$ cat config.mk
export PLATFORM = sky130hd
export DESIGN_NAME = gate3_tt_sequencer_flat
export DESIGN_NICKNAME = d
export VERILOG_FILES = /design/src/rtl/gate3_tt_sequencer_pkg.sv /design/src/rtl/gate3_tt_sequencer_if.sv /design/src/rtl/gate3_tt_sequencer_settle_timer.sv /design/src/rtl/gate3_tt_sequencer.sv /design/src/flat_wrapper.sv
export SDC_FILE = /design/constraint.sdc
export NUM_CORES = 1
export LEC_CHECK = 0
export CAP_MARGIN = 40
export CORE_ASPECT_RATIO = 1.25
export CORE_MARGIN = 3
export CORE_UTILIZATION = 51
export DETAILED_ROUTE_END_ITERATION = 6
export GPL_TIMING_DRIVEN = 0
export PLACE_DENSITY = 0.78
export SYNTH_ARGS = -nofsm -noshare
export SYNTH_HDL_FRONTEND = slang
export SYNTH_SLANG_ARGS = --single-unit
$ cat constraint.sdc
create_clock -name clk -period 3.1 [get_ports clk]
set_clock_uncertainty 0.2 [all_clocks]
set_input_delay 0.93 -clock clk [delete_from_list [all_inputs] [get_ports clk]]
set_output_delay 0.93 -clock clk [all_outputs]
set_load 0.005 [all_outputs]
$ cat src/rtl/gate3_tt_sequencer_pkg.sv
// Shared definitions for the 3-input gate truth-table sequencer:
// state encoding, vector sizing and the standard expected tables.
package gate_tt_pkg;

  localparam int NUM_VECTORS = 8;
  localparam int IDX_W       = 3;
  localparam int CNT_W       = 4;

  localparam logic [NUM_VECTORS-1:0] TT_AND3  = 8'h80;
  localparam logic [NUM_VECTORS-1:0] TT_NAND3 = 8'h7F;
  localparam logic [NUM_VECTORS-1:0] TT_OR3   = 8'hFE;
  localparam logic [NUM_VECTORS-1:0] TT_NOR3  = 8'h01;

  typedef enum logic [1:0] {
    ST_IDLE   = 2'd0,
    ST_SETTLE = 2'd1,
    ST_SAMPLE = 2'd2,
    ST_DONE   = 2'd3
  } tt_state_e;

  localparam logic [IDX_W-1:0] LAST_IDX = IDX_W'(NUM_VECTORS - 1);

  function automatic logic vectorMismatch(input logic [NUM_VECTORS-1:0] table_v,
                                          input logic [IDX_W-1:0]       idx,
                                          input logic                   observed);
    return observed != table_v[idx];
  endfunction

endpackage

$ cat src/rtl/gate3_tt_sequencer_if.sv
// Control, gate-stimulus and result signals between the sequencer (master)
// and its environment / gate under test (slave).
interface gate3_tt_sequencer_if;
  import gate_tt_pkg::*;

  logic                   start;
  logic                   abort;
  logic                   dut_out;
  logic                   a;
  logic                   b;
  logic                   c;
  logic                   busy;
  logic                   done;
  logic                   pass;
  logic [3:0]             err_count;
  logic [NUM_VECTORS-1:0] fail_mask;
  logic [NUM_VECTORS-1:0] captured;

  modport master (
    input  start, abort, dut_out,
    output a, b, c, busy, done, pass, err_count, fail_mask, captured
  );

  modport slave (
    output start, abort, dut_out,
    input  a, b, c, busy, done, pass, err_count, fail_mask, captured
  );

endinterface

$ cat src/rtl/gate3_tt_sequencer_settle_timer.sv
// Loadable down-counter that parks at zero; zero is asserted while the count is 0.
module tt_settle_timer
  import gate_tt_pkg::*;
#(
  parameter int W = CNT_W
) (
  input  logic         clk,
  input  logic         rst,
  input  logic         load,
  input  logic [W-1:0] load_val,
  output logic         zero
);

  logic [W-1:0] count_q;

  always_ff @(posedge clk or posedge rst) begin
    if (rst) begin
      count_q <= '0;
    end else if (load) begin
      count_q <= load_val;
    end else if (count_q != '0) begin
      count_q <= count_q - W'(1);
    end
  end

  assign zero = (count_q == '0);

endmodule

$ cat src/rtl/gate3_tt_sequencer.sv
// Steps a 3-input gate through all eight input vectors, holds each for
// SETTLE_CYCLES, samples the gate and scores it against EXPECTED.
module gate3_tt_sequencer
  import gate_tt_pkg::*;
#(
  parameter int unsigned            SETTLE_CYCLES = 2,
  parameter logic [NUM_VECTORS-1:0] EXPECTED      = TT_AND3
) (
  input  logic                 clk,
  input  logic                 rst,
  gate3_tt_sequencer_if.master bus
);

  tt_state_e              state_q;
  logic [IDX_W-1:0]       idx_q;
  logic [IDX_W-1:0]       abc_q;
  logic                   busy_q;
  logic                   done_q;
  logic                   pass_q;
  logic [3:0]             errCount_q;
  logic [3:0]             errCount_d;
  logic [NUM_VECTORS-1:0] failMask_q;
  logic [NUM_VECTORS-1:0] captured_q;

  logic sampleMiss;
  logic startReq;
  logic timerLoad;
  logic timerZero;

  // abort blocks a start in the same cycle, and suppresses the reload
  // that would otherwise accompany the move to the next vector.
  assign sampleMiss = vectorMismatch(EXPECTED, idx_q, bus.dut_out);
  assign startReq   = bus.start && !bus.abort &&
                      ((state_q == ST_IDLE) || (state_q == ST_DONE));
  assign timerLoad  = startReq ||
                      ((state_q == ST_SAMPLE) && !bus.abort && (idx_q != LAST_IDX));
  assign errCount_d = errCount_q + 4'(sampleMiss);

  tt_settle_timer #(
    .W (CNT_W)
  ) u_settle_timer (
    .clk      (clk),
    .rst      (rst),
    .load     (timerLoad),
    .load_val (CNT_W'(SETTLE_CYCLES - 1)),
    .zero     (timerZero)
  );

  always_ff @(posedge clk or posedge rst) begin
    if (rst) begin
      state_q    <= ST_IDLE;
      idx_q      <= '0;
      abc_q      <= '0;
      busy_q     <= 1'b0;
      done_q     <= 1'b0;
      pass_q     <= 1'b0;
      errCount_q <= '0;
      failMask_q <= '0;
      captured_q <= '0;
    end else begin
      case (state_q)
        ST_IDLE, ST_DONE: begin
          if (startReq) begin
            state_q    <= ST_SETTLE;
            idx_q      <= '0;
            abc_q      <= '0;
            busy_q     <= 1'b1;
            done_q     <= 1'b0;
            pass_q     <= 1'b0;
            errCount_q <= '0;
            failMask_q <= '0;
            captured_q <= '0;
          end
        end

        ST_SETTLE: begin
          if (bus.abort) begin
            state_q <= ST_IDLE;
            busy_q  <= 1'b0;
            done_q  <= 1'b0;
            pass_q  <= 1'b0;
          end else if (timerZero) begin
            state_q <= ST_SAMPLE;
          end
        end

        ST_SAMPLE: begin
          if (bus.abort) begin
            state_q <= ST_IDLE;
            busy_q  <= 1'b0;
            done_q  <= 1'b0;
            pass_q  <= 1'b0;
          end else begin
            captured_q[idx_q] <= bus.dut_out;
            if (sampleMiss) begin
              failMask_q[idx_q] <= 1'b1;
            end
            errCount_q <= errCount_d;
            if (idx_q == LAST_IDX) begin
              state_q <= ST_DONE;
              busy_q  <= 1'b0;
              done_q  <= 1'b1;
              pass_q  <= (errCount_d == 4'd0);
            end else begin
              state_q <= ST_SETTLE;
              idx_q   <= idx_q + IDX_W'(1);
              abc_q   <= idx_q + IDX_W'(1);
            end
          end
        end

        default: begin
          state_q <= ST_IDLE;
          busy_q  <= 1'b0;
          done_q  <= 1'b0;
          pass_q  <= 1'b0;
        end
      endcase
    end
  end

  assign bus.a         = abc_q[2];
  assign bus.b         = abc_q[1];
  assign bus.c         = abc_q[0];
  assign bus.busy      = busy_q;
  assign bus.done      = done_q;
  assign bus.pass      = pass_q;
  assign bus.err_count = errCount_q;
  assign bus.fail_mask = failMask_q;
  assign bus.captured  = captured_q;

endmodule

$ cat src/flat_wrapper.sv
// flat-port wrapper written by rule: the top's interface ports become plain ports
module gate3_tt_sequencer_flat import gate_tt_pkg::*;
#(
  parameter int unsigned            SETTLE_CYCLES = 2,
  parameter logic [NUM_VECTORS-1:0] EXPECTED      = TT_AND3
)
  (clk, rst, bus_start, bus_abort, bus_dut_out, bus_a, bus_b, bus_c, bus_busy, bus_done, bus_pass, bus_err_count, bus_fail_mask, bus_captured);
  gate3_tt_sequencer_if bus_i ();
  input  logic clk;
  input  logic rst;
  input wire logic [$bits(bus_i.start)-1:0] bus_start;
  input wire logic [$bits(bus_i.abort)-1:0] bus_abort;
  input wire logic [$bits(bus_i.dut_out)-1:0] bus_dut_out;
  output wire logic [$bits(bus_i.a)-1:0] bus_a;
  output wire logic [$bits(bus_i.b)-1:0] bus_b;
  output wire logic [$bits(bus_i.c)-1:0] bus_c;
  output wire logic [$bits(bus_i.busy)-1:0] bus_busy;
  output wire logic [$bits(bus_i.done)-1:0] bus_done;
  output wire logic [$bits(bus_i.pass)-1:0] bus_pass;
  output wire logic [$bits(bus_i.err_count)-1:0] bus_err_count;
  output wire logic [$bits(bus_i.fail_mask)-1:0] bus_fail_mask;
  output wire logic [$bits(bus_i.captured)-1:0] bus_captured;
  assign bus_i.start = bus_start;
  assign bus_i.abort = bus_abort;
  assign bus_i.dut_out = bus_dut_out;
  assign bus_a = bus_i.a;
  assign bus_b = bus_i.b;
  assign bus_c = bus_i.c;
  assign bus_busy = bus_i.busy;
  assign bus_done = bus_i.done;
  assign bus_pass = bus_i.pass;
  assign bus_err_count = bus_i.err_count;
  assign bus_fail_mask = bus_i.fail_mask;
  assign bus_captured = bus_i.captured;
  gate3_tt_sequencer #(.SETTLE_CYCLES(SETTLE_CYCLES), .EXPECTED(EXPECTED)) u_core (.clk(clk), .rst(rst), .bus(bus_i));
endmodule
==> results.txt <==
- The run finished with clean final reports.
* Max cap viols: 0
- In the synthesized netlist, the number of instances is 170.
- Avg WL per Cell: 14.91 µm
* Hold Crit Class: reg -> reg
- The worst setup path is captured at a flip-flop.
* Max Transition Viols Final: 0
- Post-route ant nets: 0
- Unrepaired setup endpoints after global routing: false
* Final instance area: 2069 µm²
- Reg2Reg Launch Point: u_core.abc_q[1]$_DFFE_PP0P_
- The pre-antenna-repair detailed-routing pass consisted of 4 iterations.
- Pin count of the biggest net entering global routing: 21
- The number of antenna violations at the first check in global routing is 0.
* Maximum clock insertion buffer count: 2
- Critical path class: reg -> reg
- In the global route stage, overall resource usage came out at 0.1965.
- For this configuration, the core starts out at a cell density of 0.5488.
* Total Die Area: 3983 µm²
- Synthesis produced a netlist with a net count of 183.
- 0 antenna diodes ended up in the layout.
- Fraction of layout cells with a size suffix above 1: 0.09709
- Placed Cells incl. Taps: 235
- For this run, the number of Yosys warnings is 0.
* Latest clock arrival within the worst-skew pair: 0.33 ns
* Crit. Startpoint: u_core.abc_q[1]$_DFFE_PP0P_
- Wire length of the first global-routing pass: 6154 µm
- For the worst setup path, the data arrival time is 2.88 ns.
- The worst setup path is launched from a flip-flop.
- Post-cts hold buffer count: 0
- Detailed Route Iter0 Violations: 60
- Of the available clock period, the critical path in the final layout requires 0.9058.
- Die width: 57.06 µm
- Measured on the finished design, the core utilization comes to 0.6835.
- Number of flops mapped to enable cells by yosys: 0
* Async set-reset flop share out of synthesis: 1.000
- The worst pin sits at a relative slew slack of 0.4976.
- Root cell of the clock tree: sky130_fd_sc_hd__clkbuf_4
- After clock tree synthesis, the clock-pin slew on the worst setup and hold paths is 0.09 ns.
- TritonCTS clock tree: yes
- In the final timing run, aggregate negative setup slack is 0 ns.
- Worst-Margin Slew: 0.7478 ns
* Clock Sink Count: 32
- Based on the critical path, the design can be clocked at up to 0.3561 GHz.
- Main synth FF type: sky130_fd_sc_hd__dfrtp_1
- Routability-driven placement finished with a final weighted congestion of 0.7565.
* Row count: 22
* Total standard cell area after synthesis: 1662 µm²
- For the finished layout, the period the worst path requires is 2.808 ns.
- Power spread over the standard cell area amounts to 639.8 nW/µm².
- After the last flow step, the layout net total stands at 219.
* Vertical die dimension: 69.82 µm
- Setup violations remaining at the end of the flow were counted as 0.
- Count of pins on the block boundary: 31
- STA puts the critical path data required time at 3.17 ns.
- Detailed placement finished with a half-perimeter wire length of 2746 µm.
- Using the TritonRoute via totals, the vias-per-cell ratio works out to 5.707.
- Port-buffer cells: 28
* Relative area change from synthesis to final layout: 24.55%
- Along the worst path, the maximum fanout reaches 11.
* Standard cell area after detailed placement: 2014 µm²
- In this run the static leakage power is 0.0009326 µW.
- Post-detailed-route DRC marker count: 0
* Worst IR drop on VDD: 0.4378 mV
- The startpoint identified for the worst hold timing path is u_core.bus.fail_mask[4]$_DFFE_PP0P_.
- Aggregate global routing overflow: 0
- The number of clock buffers added by TritonCTS is 5.
- Detailed-route via count: 1,381
- In this run the standard cell core region covers 3028 µm².
- Post-synth cell types: 33
- The final hold violation count came to 0.
- Post-Route WL: 3609 µm
* Vias in the first global route: 1,415
- A synthesized cell averages 9.774 µm².
- Synthesis inferred 32 register bits.
- Level count of the clock H-tree: 2
- Sequential share of the synthesized area: 0.4819
* Non-filler cells, final: 242
power by group:
part / switching, µW / total (µW) / internal (µW)
Clock: 131 / 215 / 83.3
Sequential: 54.4 / 549 / 495
Combinational: 298 / 560 / 262
Total: 484 / 1320 / 840
critical path, stage by stage (launching register included):
cell and delay, ns:
sky130_fd_sc_hd__dfrtp_2 0.49, sky130_fd_sc_hd__ha_1 0.21, sky130_fd_sc_hd__ha_1 0.26, sky130_fd_sc_hd__xnor2_2 0.27, sky130_fd_sc_hd__inv_1 0.08, sky130_fd_sc_hd__ha_1 0.20
sky130_fd_sc_hd__ha_1 0.29, sky130_fd_sc_hd__or3_1 0.37, sky130_fd_sc_hd__nor4_1 0.18, sky130_fd_sc_hd__mux2_2 0.19
final timing paths:
kind	cells past startpoint	to	slack [ns]
worst max-delay path	9	u_core.bus.pass$_DFFE_PP0P_	0.29
worst min register to register	2	u_core.bus.fail_mask[4]$_DFFE_PP0P_	0.31
worst min-delay path	2	u_core.bus.fail_mask[4]$_DFFE_PP0P_	0.31
max in group asynchronous	3	u_core.abc_q[1]$_DFFE_PP0P_	1.44
min in group asynchronous	2	u_core.u_settle_timer.count_q[0]$_DFFE_PP0P_	0.75
worst max register to register	9	u_core.bus.pass$_DFFE_PP0P_	0.29
synthesized netlist by cell type (4+ instances only):
library cell | number | area, µm²
sky130_fd_sc_hd__ha_1 | 8 | 100.1
sky130_fd_sc_hd__o21ai_0 | 11 | 55.05
sky130_fd_sc_hd__nand2_1 | 8 | 30.03
sky130_fd_sc_hd__nor4_1 | 5 | 31.28
sky130_fd_sc_hd__or3_1 | 4 | 25.02
sky130_fd_sc_hd__dfrtp_1 | 32 | 800.8
sky130_fd_sc_hd__mux2i_1 | 4 | 40.04
sky130_fd_sc_hd__nand2b_1 | 4 | 25.02
sky130_fd_sc_hd__nand4_1 | 4 | 25.02
sky130_fd_sc_hd__inv_1 | 10 | 37.54
sky130_fd_sc_hd__nor2_1 | 17 | 63.81
sky130_fd_sc_hd__buf_2 | 4 | 20.02
sky130_fd_sc_hd__a21oi_1 | 17 | 85.08
sky130_fd_sc_hd__nand3_1 | 4 | 20.02
sky130_fd_sc_hd__xnor2_1 | 5 | 43.79
sky130_fd_sc_hd__clkbuf_1 | 4 | 15.01
sky130_fd_sc_hd__nor2b_1 | 4 | 25.02
registers in the layout, indices dropped and copies added (netlist names):
| signal | cells |
|---|---|
| u_core.bus.captured | 8 |
| u_core.bus.fail_mask | 8 |
| u_core.bus.err_count | 4 |
| u_core.u_settle_timer.count_q | 4 |
| u_core.abc_q | 3 |
| u_core.state_q | 2 |
| u_core.bus.busy | 1 |
| u_core.bus.done | 1 |
| u_core.bus.pass | 1 |
cells by family after synthesis:
logic type | synth area share
compound gates | 0.1679
xor+xnor | 0.02635
fa+ha+maj | 0.06024
buf+inv | 0.04367
flops | 0.4819
mux | 0.04593
simple gates | 0.1739
repair_timing:
| action | 4_1_cts | 5_1_grt |
|---|---|---|
| setup buffers | 0 | 0 |
| endpoints found under the setup margin | 0 | 1 |
| gates resized for setup | 0 | 2 |
through the flow:
stage	setup slack, ns	power [µW]	hold slack [ns]
after floorplan	0.2782	933.6	0.2859
after global placement	0.1246	1080	0.2826
after detailed placement	0.1166	1117	0.2907
after CTS	0.1815	1335	0.3167
after global routing	0.03248	1425	0.3417
final	0.2920	1324	0.3074
layer usage:
metal,track usage,vias to the layer above,share of wire
li1,-,675,-
met1,0.2158,653,0.41
met2,0.3469,45,0.51
met3,0.05773,8,0.059
met4,0.07732,0,0.020
met5,0,-,0
cells in the final DEF (no fill, tap or decap), drive strengths merged, types with 2 or more instances in the layout:
cell type,Yosys,final
or2,2,2
clkdlybuf4s50,0,28
nand3,4,4
and2,2,2
o21ai,13,13
a32o,3,3
or3,4,4
nor2b,4,4
a21oi,17,17
nand4,4,4
a2111oi,2,2
nand2,8,8
a21o,2,2
mux2i,5,5
xnor2,5,5
inv,10,10
nor2,17,17
nor3,2,2
clkbuf,4,10
mux2,2,2
dfrtp,32,32
ha,8,8
nand2b,4,4
buf,4,5
nor4,5,5
layout make-up:
class                   instances  area, µm²
plain buffers                   8      35.03
fillers                       237      958.4
well taps                      36      45.04
clock inverters                 1      5.005
repair buffers                 29      307.8
clock buffers                   6      41.29
inverters                      10      37.54
multi-input cells             120      795.8
flip-flops and latches         32      802.0
Note: power is estimated with default switching activity, not from simulation.
